### src/rtl/adder_arbiter_if.sv
// Bus bundle for adder_arbiter: two operand requesters, one result consumer
// and a busy status flag.
interface adder_arbiter_if #(
   parameter int WIDTH = 8
);
   logic             req0_valid;
   logic             req0_ready;
   logic [WIDTH-1:0] req0_a;
   logic [WIDTH-1:0] req0_b;
   logic             req1_valid;
   logic             req1_ready;
   logic [WIDTH-1:0] req1_a;
   logic [WIDTH-1:0] req1_b;
   logic             res_valid;
   logic             res_ready;
   logic [WIDTH-1:0] res_sum;
   logic             res_carry;
   logic             res_id;
   logic             busy;

   // Side that issues operand pairs and consumes results.
   modport master (
      output req0_valid, req0_a, req0_b,
      output req1_valid, req1_a, req1_b,
      output res_ready,
      input  req0_ready, req1_ready,
      input  res_valid, res_sum, res_carry, res_id, busy
   );

   // Arbiter side.
   modport slave (
      input  req0_valid, req0_a, req0_b,
      input  req1_valid, req1_a, req1_b,
      input  res_ready,
      output req0_ready, req1_ready,
      output res_valid, res_sum, res_carry, res_id, busy
   );
endinterface

### src/rtl/adder_arbiter.sv
// Two-requester round-robin arbiter in front of one shared WIDTH-bit adder.
// One operation in flight at a time: IDLE accepts, COMPUTE adds, RESULT
// holds the sum until the consumer takes it.
module adder_arbiter #(
   parameter int WIDTH = 8
) (
   input logic          clk,
   input logic          rst,
   adder_arbiter_if.slave bus
);

   typedef enum logic [1:0] {
      IDLE    = 2'd0,
      COMPUTE = 2'd1,
      RESULT  = 2'd2
   } state_t;

   state_t           state_r;
   state_t           state_nxt_s;
   logic             grant0_s;
   logic             grant1_s;
   logic             last_grant_r;
   logic [WIDTH-1:0] op_a_r;
   logic [WIDTH-1:0] op_b_r;
   logic             op_id_r;
   logic [WIDTH:0]   sum_s;
   logic [WIDTH-1:0] res_sum_r;
   logic             res_carry_r;
   logic             res_id_r;
   logic             res_valid_r;
   logic             busy_r;

   // Grant decision: only in IDLE and never while reset is asserted; a tie
   // goes to the requester that did not win last time.
   always_comb begin
      grant0_s = 1'b0;
      grant1_s = 1'b0;
      if (!rst && (state_r == IDLE)) begin
         if (bus.req0_valid && bus.req1_valid) begin
            if (last_grant_r) begin
               grant0_s = 1'b1;
            end else begin
               grant1_s = 1'b1;
            end
         end else if (bus.req0_valid) begin
            grant0_s = 1'b1;
         end else if (bus.req1_valid) begin
            grant1_s = 1'b1;
         end else begin
            grant0_s = 1'b0;
            grant1_s = 1'b0;
         end
      end else begin
         grant0_s = 1'b0;
         grant1_s = 1'b0;
      end
   end

   assign bus.req0_ready = grant0_s;
   assign bus.req1_ready = grant1_s;

   // The single shared adder; carry lands in the extra top bit.
   assign sum_s = {1'b0, op_a_r} + {1'b0, op_b_r};

   // Next-state logic for the accept / compute / result sequence.
   always_comb begin
      state_nxt_s = state_r;
      case (state_r)
         IDLE: begin
            if (grant0_s || grant1_s) begin
               state_nxt_s = COMPUTE;
            end else begin
               state_nxt_s = IDLE;
            end
         end
         COMPUTE: begin
            state_nxt_s = RESULT;
         end
         RESULT: begin
            if (res_valid_r && bus.res_ready) begin
               state_nxt_s = IDLE;
            end else begin
               state_nxt_s = RESULT;
            end
         end
         default: begin
            state_nxt_s = IDLE;
         end
      endcase
   end

   // State register; reset abandons any operation in flight.
   always_ff @(posedge clk) begin
      if (rst) begin
         state_r <= IDLE;
      end else begin
         state_r <= state_nxt_s;
      end
   end

   // Busy flag registered from the next state so it tracks state exactly.
   always_ff @(posedge clk) begin
      if (rst) begin
         busy_r <= 1'b0;
      end else begin
         busy_r <= (state_nxt_s != IDLE);
      end
   end

   // Operand capture, result registration and round-robin pointer.
   always_ff @(posedge clk) begin
      if (rst) begin
         op_a_r       <= '0;
         op_b_r       <= '0;
         op_id_r      <= 1'b0;
         last_grant_r <= 1'b1;
         res_sum_r    <= '0;
         res_carry_r  <= 1'b0;
         res_id_r     <= 1'b0;
         res_valid_r  <= 1'b0;
      end else begin
         case (state_r)
            IDLE: begin
               if (grant0_s) begin
                  op_a_r       <= bus.req0_a;
                  op_b_r       <= bus.req0_b;
                  op_id_r      <= 1'b0;
                  last_grant_r <= 1'b0;
               end else if (grant1_s) begin
                  op_a_r       <= bus.req1_a;
                  op_b_r       <= bus.req1_b;
                  op_id_r      <= 1'b1;
                  last_grant_r <= 1'b1;
               end
            end
            COMPUTE: begin
               res_sum_r   <= sum_s[WIDTH-1:0];
               res_carry_r <= sum_s[WIDTH];
               res_id_r    <= op_id_r;
               res_valid_r <= 1'b1;
            end
            RESULT: begin
               if (bus.res_ready) begin
                  res_valid_r <= 1'b0;
               end
            end
            default: begin
               res_valid_r <= 1'b0;
            end
         endcase
      end
   end

   assign bus.res_valid = res_valid_r;
   assign bus.res_sum   = res_sum_r;
   assign bus.res_carry = res_carry_r;
   assign bus.res_id    = res_id_r;
   assign bus.busy      = busy_r;

endmodule
### src/flat_wrapper.sv
// flat-port wrapper written by rule: the top's interface ports become plain ports
module adder_arbiter_flat 
#(
   parameter int WIDTH = 8
)
  (clk, rst, bus_req0_valid, bus_req0_a, bus_req0_b, bus_req1_valid, bus_req1_a, bus_req1_b, bus_res_ready, bus_req0_ready, bus_req1_ready, bus_res_valid, bus_res_sum, bus_res_carry, bus_res_id, bus_busy);
  adder_arbiter_if #(.WIDTH(WIDTH)) bus_i ();
  input logic clk;
  input logic rst;
  input wire logic [$bits(bus_i.req0_valid)-1:0] bus_req0_valid;
  input wire logic [$bits(bus_i.req0_a)-1:0] bus_req0_a;
  input wire logic [$bits(bus_i.req0_b)-1:0] bus_req0_b;
  input wire logic [$bits(bus_i.req1_valid)-1:0] bus_req1_valid;
  input wire logic [$bits(bus_i.req1_a)-1:0] bus_req1_a;
  input wire logic [$bits(bus_i.req1_b)-1:0] bus_req1_b;
  input wire logic [$bits(bus_i.res_ready)-1:0] bus_res_ready;
  output wire logic [$bits(bus_i.req0_ready)-1:0] bus_req0_ready;
  output wire logic [$bits(bus_i.req1_ready)-1:0] bus_req1_ready;
  output wire logic [$bits(bus_i.res_valid)-1:0] bus_res_valid;
  output wire logic [$bits(bus_i.res_sum)-1:0] bus_res_sum;
  output wire logic [$bits(bus_i.res_carry)-1:0] bus_res_carry;
  output wire logic [$bits(bus_i.res_id)-1:0] bus_res_id;
  output wire logic [$bits(bus_i.busy)-1:0] bus_busy;
  assign bus_i.req0_valid = bus_req0_valid;
  assign bus_i.req0_a = bus_req0_a;
  assign bus_i.req0_b = bus_req0_b;
  assign bus_i.req1_valid = bus_req1_valid;
  assign bus_i.req1_a = bus_req1_a;
  assign bus_i.req1_b = bus_req1_b;
  assign bus_i.res_ready = bus_res_ready;
  assign bus_req0_ready = bus_i.req0_ready;
  assign bus_req1_ready = bus_i.req1_ready;
  assign bus_res_valid = bus_i.res_valid;
  assign bus_res_sum = bus_i.res_sum;
  assign bus_res_carry = bus_i.res_carry;
  assign bus_res_id = bus_i.res_id;
  assign bus_busy = bus_i.busy;
  adder_arbiter #(.WIDTH(WIDTH)) u_core (.clk(clk), .rst(rst), .bus(bus_i));
endmodule
### config.mk
export PLATFORM = sky130hd
export DESIGN_NAME = adder_arbiter_flat
export DESIGN_NICKNAME = d
export VERILOG_FILES = /design/src/rtl/adder_arbiter_if.sv /design/src/rtl/adder_arbiter.sv /design/src/flat_wrapper.sv
export SDC_FILE = /design/constraint.sdc
export NUM_CORES = 1
export LEC_CHECK = 0
export CAP_MARGIN = 40
export CORE_ASPECT_RATIO = 0.9
export CORE_MARGIN = 1
export CORE_UTILIZATION = 46
export DETAILED_ROUTE_END_ITERATION = 6
export GPL_TIMING_DRIVEN = 0
export PLACE_DENSITY = 0.79
export SLEW_MARGIN = 30
export SYNTH_ARGS = -nofsm -noshare
export SYNTH_HDL_FRONTEND = slang
export SYNTH_SLANG_ARGS = --single-unit
### constraint.sdc
create_clock -name clk -period 2.16 [get_ports clk]
set_clock_uncertainty 0.05 [all_clocks]
set_input_delay 0.324 -clock clk [delete_from_list [all_inputs] [get_ports clk]]
set_output_delay 0.324 -clock clk [all_outputs]
set_load 0.02 [all_outputs]
Yosys cells after proc, flatten, opt, wreduce, memory -nomap -nowiden. Cells that the tools add are included.

Output and inout port bits: 14. Register bits: 32. Word-level logic and storage cells: 45. Input port bits: 37.

Bitwise operators: 1. Reduce and logical (&&, ||, !) cells: 10. Add/subtract/negate cells: 1. Multiplexer cells: 20. Equal/unequal tests: 3.

Operator list (number): 8-bit 2-to-1 mux (4); 1-bit 2-to-1 mux (13); 8-bit by 8-bit adder with 9-bit output (1); 2-bit case mux with 3 select lines (1); 2-bit AND reduction (2); 2-bit nonzero test (2); 1-bit logical AND (3); 1-bit case mux with 3 select lines (1); 2-bit by 1-bit equality test with 1-bit output, second input constant (1); 2-bit equality test, second input constant (1); 2-bit zero test (1); 2-bit 2-to-1 mux (1); 2-bit inequality test, second input constant (1); 1-bit zero test (1); 1-bit logical OR (1); 1-bit NOT (1).

Logic depth before layout (Yosys ltp). Gate-level depths: netlist of the first run.

Depth in word-level cells: 8. Mapped depth: 6. Gate-level depth less buffers: 6.

Worst setup path before layout of the first run. OpenSTA, ideal clock, no wires.

Path kind: reg-to-reg. Start: reg u_core.op_b_r[0]. End: reg u_core.res_sum_r[6] (netlist: u_core.bus.res_sum[6]). Clock period less this slack: 1.580 ns. Required time: 2.023 ns. Setup time: 0.087 ns. Path buffers: 0. Data arrival time: 1.443 ns. Slack: 0.580 ns. Cell stages (with the launch flop): 7. Cell sequence: dfxtp_1 ha_1 fa_1 nand3_1 a31oi_1 o21a_1 o31ai_1.

Cells in the longest elaborated chain, start to end: 1.

Ends and longest elaborated chain: from (decl) (RTL line adder_arbiter.sv:24) `logic [WIDTH-1:0] op_b_r;`; from (signal assigned) (RTL line adder_arbiter.sv:126) `op_b_r <= bus.req0_b;`; from (signal assigned) (RTL line adder_arbiter.sv:131) `op_b_r <= bus.req1_b;`; 8-bit by 8-bit adder with 9-bit output (RTL line adder_arbiter.sv:63) `assign sum_s = {1'b0, op_a_r} + {1'b0, op_b_r};`; to (signal assigned) (RTL line adder_arbiter.sv:137) `res_sum_r <= sum_s[WIDTH-1:0];`; to (decl) (RTL line adder_arbiter.sv:27) `logic [WIDTH-1:0] res_sum_r;`.

No other way between the ends. A chain may end at the register's enable or synchronous reset.

Final worst setup path of the first run.
Start: reg u_core.state_r[0]. End: out bus_req1_ready.

Cells in the longest elaborated chain, start to end: 3.

Ends and longest elaborated chain: from (decl) (RTL line adder_arbiter.sv:18) `state_t state_r;`; from (signal assigned) (RTL line adder_arbiter.sv:97) `state_r <= state_nxt_s;`; 2-bit zero test (RTL line adder_arbiter.sv:38) `if (!rst && (state_r == IDLE)) begin`; 1-bit logical AND (RTL line adder_arbiter.sv:38); 1-bit 2-to-1 mux (RTL line adder_arbiter.sv:38); to (decl) (RTL line flat_wrapper.sv:18) `output wire logic [$bits(bus_i.req1_ready)-1:0] bus_req1_ready;`.

No other way between the ends.

==> results of run 1 <==
[critical path, delay by kind of cell (launching register included)]
kind                   cells  cell delay, ns
buffers and inverters      3            0.58
DFF                        1            0.37
and+or+nand+nor            2            0.37
[cell type report]
type / count / area share (%)
multi-input combinational: 142 / 40.5
sequential: 32 / 27.4
timing repair buffer: 50 / 21.5
clock buffer: 8 / 3.86
buffer: 11 / 3.32
tap: 44 / 2.36
inverter: 6 / 1.02
[state kept, by name (all words and copies together), names as in the netlist]
name and cells:
u_core.bus.busy 1, u_core.bus.res_carry 1, u_core.bus.res_id 1, u_core.bus.res_sum 8
u_core.bus.res_valid 1, u_core.last_grant_r 1, u_core.op_a_r 8, u_core.op_b_r 8
u_core.op_id_r 1, u_core.state_r 2
[synth_stat cells, types with 3 or more instances]
cell	number	area share, %
nand2b_1	3	1.1
nand2_2	9	3.3
xnor2_1	3	1.6
a311oi_1	7	3.6
ha_1	8	5.9
o21ai_0	3	0.89
dfxtp_1	32	38
a21oi_1	9	2.7
nor2_1	22	4.9
buf_4	3	1.3
nor3_1	3	0.89
buf_2	5	1.5
nand2_1	36	8.0
a211oi_1	5	2.2
inv_1	5	1.1
a311oi_2	9	8.0
[placed cells by master (no fill, tap or decap), types with 3 or more instances in the layout]
cell type	count
nand2b_1	3
nand2_1	36
a211oi_1	5
ha_1	8
o21ai_0	3
dfxtp_1	32
buf_2	5
a21oi_1	9
a311oi_1	7
xnor2_1	3
clkdlybuf4s50_1	47
a311oi_2	9
clkbuf_8	6
nand2_2	9
inv_1	5
clkbuf_1	3
nor2_1	22
nor3_1	3
buf_4	3
[layer usage]
layer	vias up	share of wire (%)
met3	5	4.5
met2	46	44
met5	-	0
li1	785	-
met4	0	1.4
met1	676	50
[per-stage QoR]
step	instances	TNS, ns
floorplan	191	0
global placement	285	-0.498
detailed placement	285	-0.486
CTS	293	0
global route	293	0
finish	293	0
[logic make-up after synthesis]
family / count (synthesis) / synth area share [%]
flip-flops: 32 / 38.0
buffers and inverters: 17 / 6.00
adder cells (fa/ha/maj): 9 / 7.12
AO/OA/AOI/OAI: 44 / 22.5
multiplexers: 2 / 1.33
AND/OR/NAND/NOR: 83 / 23.1
XOR/XNOR: 4 / 2.08
[power breakdown]
group          switching [uW]  internal [uW]  total, uW
logic                     255            251        506
clock network             213            259        472
registers                50.8            664        715
[worst max-delay path by stage]
stage	to	slack, ns	cells past startpoint
floorplan	u_core.bus.res_sum[6]$_SDFFE_PP0P_	0.58	6
global placement	bus_req1_ready	-0.29	6
detailed placement	bus_req1_ready	-0.29	6
CTS	bus_req1_ready	0.04	6
global route	bus_req1_ready	0.08	5
finish	bus_req1_ready	0.18	5
[repair_timing]
item,4_1_cts,5_1_grt
endpoints found under the setup margin,2,1
pin swaps,0,1
setup buffers,0,0
hold buffers,0,0
resized for setup,4,1
==> flow_summary.toml, run 1 <==
[critical_path]
reg2reg_depth = 6
crit_chain = "nor3_4, nand3_2, clkinv_2, buf_8, clkdlybuf4s15_2"
r2r_end = "u_core.bus.res_sum[6]$_SDFFE_PP0P_"
cp.arrival_ns = 1.61
crit_path_max_fanout = 10
worstSetupStartpoint = "u_core.state_r[0]$_SDFF_PP0_"
path_class = "reg2out"
endpoint_kind = "output port"
r2r-start = "u_core.op_b_r[0]$_SDFFE_PP0P_"
reg2reg_slack_ns = 0.44
cp_slowest_cell = "dfxtp_1"
critPathMaxStageDelay_ns = 0.37
required_ns = 1.79
critPathLaunchType = "flip-flop"

[floorplan]
io_pins = 51
die_area_mm2 = 0.00392
chipHeight_um = 59.5
rows = 20
die_width_um = 65.9
coreArea_mm2 = 0.00343
start_util_pct = 49.2

[logic_synthesis]
ys_types = 39
synth-main-ff-cell = "dfxtp_1"
ys_ff_latch = 32
syn_area_mm2 = 0.00169
synth-edff-count = 0
synth_area_per_cell_um2 = 8.84
synth_warnings = 0
syn_nets = 237
synthArstFlopShare_pct = 0
ys_seq_area_share_pct = 38.0
netlist_instances = 191

[detailed_routing]
routedWlPerCell_um = 13.2
drc = 0
drtAntennaViolNets = 0
wl_um = 3870
avgViaCountPerCell = 5.16
dr_total_vias = 1512
drtIter0Drc = 58
first_pass_iters = 4

[cells_and_area]
n_antenna_cell = 0
area.growth.synth_to_final_pct = 38.4
seqCellArea_um2 = 641
nNetsFinal = 294
fill_cells = 282
design_area_mm2 = 0.00234
drive_above_1_share_pct = 17.3
multi_input_area_um2 = 946
postLayoutCoreUtil_pct = 68.1

[sta]
holdWs_ns = 0.334
min_period_ns = 1.98
hold_viol_final = 0
slew-limit-headroom_pct = 58.9
max_freq_mhz = 505
period_share_pct = 91.7
postLayoutSetupSlackWorst_ns = 0.180
drv_slew = 0
rsz0062_at_grt = "no"
setup_viol = 0
worstMarginPinSlew_ns = 0.617

[clock_tree]
root_buffer = "clkbuf_8"
path_clk_slew_ns = 0.06
cts_tree = "yes"
cts_made_buffers = 5
cts_buffer_depth = 2
htree_levels = 2
clk-insertion-delay-late_ns = 0.29
clock_sinks = 32

[global_route]
grt_pass1_wl_um = 6300
grt_max_degree = 11
use_met2_pct = 33.7
grt_pass1_vias = 1388
grt_overflow = 0
antenna_found_initial = 0
met3_usage_pct = 7.12
grt-busiest-layer = "met2"
met1_usage_pct = 28.9
grt_usage_pct = 21.9

[run]
cap_violations = 0

[power]
p_leak_uw = 0.000900
power_density_mw_per_mm2 = 725
total_power_uw = 1690
vdd_drop_max_v = 0.000369

[placed_design]
dpl_cell_area_mm2 = 0.00224
numPortBuffers = 50
hpwl_um = 2880
gp_congestion = 0.774
dpl_worst_slack_ns = -0.293

[min_path]
min_to = "u_core.state_r[1]$_SDFF_PP0_"
min_path_cells = 2
min_from = "rst"
hp-class = "in2reg"

[outcome]
status = "finished, final reports clean"
Note: power is estimated with default switching activity, not from simulation.
==> run 2, diff against run 1 <==
--- a/config.mk
+++ b/config.mk
@@ -6,12 +6,12 @@
 export NUM_CORES = 1
 export LEC_CHECK = 0
 export CAP_MARGIN = 40
-export CORE_ASPECT_RATIO = 0.9
-export CORE_MARGIN = 1
+export CORE_ASPECT_RATIO = 1.25
+export CORE_MARGIN = 2
 export CORE_UTILIZATION = 46
 export DETAILED_ROUTE_END_ITERATION = 6
 export GPL_TIMING_DRIVEN = 0
-export PLACE_DENSITY = 0.79
+export PLACE_DENSITY_LB_ADDON = 0.05
 export SLEW_MARGIN = 30
 export SYNTH_ARGS = -nofsm -noshare
 export SYNTH_HDL_FRONTEND = slang
==> run 2 against run 1 <==
  * Hold slack lost 0.0056 ns
  * Count of clock-buffer cells in the layout decreased by 2
  * Total power rose by 0.45%
  * Largest cell class unchanged
==> flow_summary.toml, run 2 (same netlist as run 1, synthesis figures left out) <==
[critical_path]
cp.arrival_ns = 1.61
r2r-start = "u_core.op_b_r[0]$_SDFFE_PP0P_"
endpoint_kind = "output port"
reg2reg_slack_ns = 0.44
critPathMaxStageDelay_ns = 0.37
r2r_end = "u_core.bus.res_sum[6]$_SDFFE_PP0P_"
critPathLaunchType = "flip-flop"
cp_slowest_cell = "dfxtp_1"
required_ns = 1.79
reg2reg_depth = 6
path_class = "reg2out"
crit_path_max_fanout = 10
crit_chain = "nor3_4, nand3_2, clkinv_2, buf_8, clkdlybuf4s15_2"

[global_route]
grt_usage_pct = 20.9
grt_max_degree = 11
grt_overflow = 0
grt_pass1_wl_um = 6580
antenna_found_initial = 0
grt_pass1_vias = 1550

[cells_and_area]
fill_cells = 302
final_cell_mix = "47 x clkdlybuf4s50_1, 36 x nand2_1, 32 x dfxtp_1, 22 x nor2_1"
multi_input_area_um2 = 946
drive_above_1_share_pct = 18.1
final_common_cell = "clkdlybuf4s50_1"
seqCellArea_um2 = 641
area.growth.synth_to_final_pct = 38.3
nNetsFinal = 294
design_area_mm2 = 0.00233
n_antenna_cell = 0

[sta]
min_period_ns = 1.98
max_freq_mhz = 504
hold_viol_final = 0
setup_viol = 0
slew-limit-headroom_pct = 60.1
period_share_pct = 91.8
postLayoutSetupSlackWorst_ns = 0.178
worstMarginPinSlew_ns = 0.598
drv_slew = 0
rsz0062_at_grt = "no"

[placed_design]
dpl_cell_area_mm2 = 0.00224
hpwl_um = 3140
gp_congestion = 0.811
dpl_worst_slack_ns = -0.288
numPortBuffers = 50

[floorplan]
die_width_um = 58.2
rows = 24
chipHeight_um = 71.7
coreArea_mm2 = 0.00351
io_pins = 51
start_util_pct = 48.0
die_area_mm2 = 0.00417

[detailed_routing]
wl_um = 4000
avgViaCountPerCell = 5.36
first_pass_iters = 4
drc = 0
drtIter0Drc = 40
routedWlPerCell_um = 13.9
dr_total_vias = 1545
drtAntennaViolNets = 0

[clock_tree]
cts_tree = "yes"
path_clk_slew_ns = 0.07
root_buffer = "clkbuf_8"
cts_made_buffers = 5
htree_levels = 2
cts_buffer_depth = 2
clock_sinks = 32
hold_buffers = 0
clk-insertion-delay-late_ns = 0.29
postCtsSetupRepairBufs = 0

[run]
cap_violations = 0

[min_path]
min_path_cells = 2
hp-class = "in2reg"
min_from = "rst"
min_to = "u_core.state_r[1]$_SDFF_PP0_"

[outcome]
status = "finished, final reports clean"

[power]
p_leak_uw = 0.000903
power_density_mw_per_mm2 = 729
vdd_drop_max_v = 0.000527
==> run 2: timing repair <==
| item | CTS | global route |
|---|---|---|
| pin swaps | 0 | 1 |
| setup endpoints to repair | 2 | 2 |
| gates resized for setup | 4 | 2 |
==> run 2: metal layers <==
metal | routed length [um] | track usage [%] | vias to the layer above
met1 | 1710 | 22.5 | 706
li1 | - | - | 788
met4 | 72 | 9.56 | 0
met5 | 0 | 0 | -
met3 | 220 | 5.96 | 6
met2 | 2000 | 37.1 | 45
==> run 2: worst max-delay path by stage <==
| stage | startpoint | end | slack (ns) |
|---|---|---|---|
| finish | u_core.state_r[0]$_SDFF_PP0_ | bus_req1_ready | 0.18 |
| global route | u_core.state_r[0]$_SDFF_PP0_ | bus_req1_ready | 0.10 |
| CTS | rst | bus_req0_ready | 0.02 |
| detailed placement | rst | bus_req1_ready | -0.29 |
| global placement | rst | bus_req1_ready | -0.27 |
| floorplan | u_core.op_b_r[0]$_SDFFE_PP0P_ | u_core.bus.res_sum[6]$_SDFFE_PP0P_ | 0.58 |
==> run 2: per-stage QoR <==
stage	power, uW	util (%)	hold WS (ns)	instances	setup TNS, ns
floorplan	1030	-	0.350	191	0
global placement	1220	63.7	0.389	280	-0.464
detailed placement	1230	63.7	0.389	280	-0.523
CTS	1710	66.3	0.403	288	0
global route	1780	66.4	0.352	288	0
finish	1700	66.4	0.329	288	0
==> run 2: critical path, delay by kind of cell (launching register included) <==
family,cells,cell delay (ns)
buf+inv,3,0.56
flops,1,0.37
simple gates,2,0.38
==> run 2: final cells by class <==
class	instances	share of cell area [%]
buffer	11	3.32
clock buffer	6	3.54
inverter	6	1.02
sequential	32	27.5
timing repair buffer	50	21.6
multi-input combinational	142	40.5
tap	39	2.09
clock inverter	2	0.429
==> run 2: power by group <==
group	switching, uW	internal [uW]
Combinational	256	250
Clock	227	254
Sequential	49.6	664
==> run 3, diff against run 2 <==
--- a/config.mk
+++ b/config.mk
@@ -12,6 +12,7 @@
 export DETAILED_ROUTE_END_ITERATION = 6
 export GPL_TIMING_DRIVEN = 0
 export PLACE_DENSITY_LB_ADDON = 0.05
+export SKIP_LAST_GASP = 1
 export SLEW_MARGIN = 30
 export SYNTH_ARGS = -nofsm -noshare
 export SYNTH_HDL_FRONTEND = slang
==> run 3 against run 2 <==
  * Hold slack better by 0.071 ns
  * Largest power group unchanged
  * Flip-flop and latch count stayed put
  * Fmax is 2.3% lower
==> flow_summary.toml, run 3 (same netlist as run 1, synthesis figures left out) <==
[outcome]
status = "finished, final reports clean"

[global_route]
grt_usage_pct = 20.9
grt_max_degree = 11
grt_pass1_vias = 1550
antenna_found_initial = 0
grt_overflow = 0
grt_pass1_wl_um = 6580

[floorplan]
coreArea_mm2 = 0.00351
start_util_pct = 48.0
io_pins = 51
rows = 24
die_width_um = 58.2
chipHeight_um = 71.7
die_area_mm2 = 0.00417

[critical_path]
required_ns = 1.79
path_class = "in2out"
crit_path_max_fanout = 10
endpoint_kind = "output port"
cp_slowest_cell = "clkdlybuf4s50_1"
r2r_end = "u_core.bus.res_sum[6]$_SDFFE_PP0P_"
reg2reg_slack_ns = 0.44
crit_chain = "clkdlybuf4s50_1, nor3_4, nand3_2, clkinv_2, buf_8, clkbuf_2"
critPathMaxStageDelay_ns = 0.52
r2r-start = "u_core.op_b_r[0]$_SDFFE_PP0P_"
crit_family = "buffers and inverters"
cp.arrival_ns = 1.65
crit_buf_inv = 4
reg2reg_depth = 6
critPathLaunchType = "primary input"

[clock_tree]
htree_levels = 2
cts_buffer_depth = 2
path_clk_slew_ns = 0.07
clock_sinks = 32
root_buffer = "clkbuf_8"
clk-insertion-delay-late_ns = 0.29
postCtsSetupRepairBufs = 0
cts_tree = "yes"
cts_made_buffers = 5

[power]
p_leak_uw = 0.000894
total_power_uw = 1700
power_density_mw_per_mm2 = 734
vdd_drop_max_v = 0.000527

[detailed_routing]
drtAntennaViolNets = 0
avgViaCountPerCell = 5.35
dr_total_vias = 1541
drtIter0Drc = 37
drc = 0
routedWlPerCell_um = 13.9
first_pass_iters = 4
wl_um = 4010

[sta]
setup_viol = 0
min_period_ns = 2.03
drv_slew = 0
postLayoutSetupSlackWorst_ns = 0.131
worstMarginPinSlew_ns = 0.594
holdWs_ns = 0.400
slew-limit-headroom_pct = 60.4
rsz0062_at_grt = "no"
max_freq_mhz = 493
hold_viol_final = 0
period_share_pct = 93.9

[min_path]
min_path_cells = 2
min_to = "u_core.bus.res_sum[6]$_SDFFE_PP0P_"
hp-class = "reg2reg"
min_from = "u_core.bus.res_sum[6]$_SDFFE_PP0P_"

[cells_and_area]
fin_cells = 288
final_cell_mix = "48 x clkdlybuf4s50_1, 36 x nand2_1, 32 x dfxtp_1, 22 x nor2_1"
design_area_mm2 = 0.00232
nNetsFinal = 294
n_antenna_cell = 0
fill_cells = 304
area.growth.synth_to_final_pct = 37.4
final_common_cell = "clkdlybuf4s50_1"
drive_above_1_share_pct = 18.5

[run]
cap_violations = 0

[placed_design]
dpl_cell_area_mm2 = 0.00224
dp.cells = 280
hpwl_um = 3140
numPortBuffers = 50
gp_congestion = 0.811
dpl_worst_slack_ns = -0.288
-- run 3: changes by cell type in the layout (fill, tap and decap cells not counted) --
| cell | previous run | this run |
|---|---|---|
| clkdlybuf4s50_1 | 47 | 48 |
| clkbuf_2 | 0 | 2 |
| clkdlybuf4s15_1 | 1 | 0 |
| clkdlybuf4s15_2 | 1 | 0 |
| dlymetal6s2s_1 | 1 | 0 |
-- run 3: per-stage QoR --
step,setup TNS [ns],utilization [%]
4_1_cts,-0.0425,66.2
2_1_floorplan,0,-
3_3_place_gp,-0.464,63.7
5_1_grt,0,66.0
3_5_place_dp,-0.523,63.7
6_report,0,66.0
-- run 3: worst register-to-register path: cells and delay by family (launching register included) --
family                   cells  cell delay (ns)
AND/OR/NAND/NOR              1             0.13
AO/OA/AOI/OAI                3             0.50
flip-flops                   1             0.33
adder cells (fa/ha/maj)      2             0.64
-- run 3: layer usage --
| metal | global-route usage (%) | part of all wire (%) | up-vias |
|---|---|---|---|
| li1 | - | - | 789 |
| met5 | 0 | 0 | - |
| met4 | 9.56 | 1.8 | 0 |
| met1 | 22.5 | 42 | 695 |
| met3 | 5.96 | 6.0 | 6 |
| met2 | 37.1 | 50 | 51 |
-- run 3: timing repair --
action                     in CTS  in global routing
hold buffers                    0                  0
setup endpoints to repair       2                  2
gates resized for setup         2                  4
-- run 3: how the worst max path moves through the flow --
stage	from	endpoint	slack, ns	cells after the start
final	rst	bus_req1_ready	0.13	6
after global routing	rst	bus_req1_ready	0.06	6
after CTS	rst	bus_req1_ready	-0.04	6
after detailed placement	rst	bus_req1_ready	-0.29	6
after global placement	rst	bus_req1_ready	-0.27	6
after floorplan	u_core.op_b_r[0]$_SDFFE_PP0P_	u_core.bus.res_sum[6]$_SDFFE_PP0P_	0.58	6
-- run 3: final cells by class --
cell class	count	area, um^2	share of cell area (%)
Buffer	11	77.6	3.34
Clock buffer	6	82.6	3.56
Clock inverter	2	10.0	0.432
Inverter	6	23.8	1.02
Multi-Input combinational cell	142	946	40.8
Sequential cell	32	641	27.6
Tap cell	39	48.8	2.10
Timing Repair Buffer	50	490	21.1
-- run 3: where the power goes --
group          switching, uW  leakage (uW)  internal, uW
logic                    256      0.000580           249
registers               49.7      0.000263           664
clock network            229     0.0000510           254
total                    535      0.000894          1170
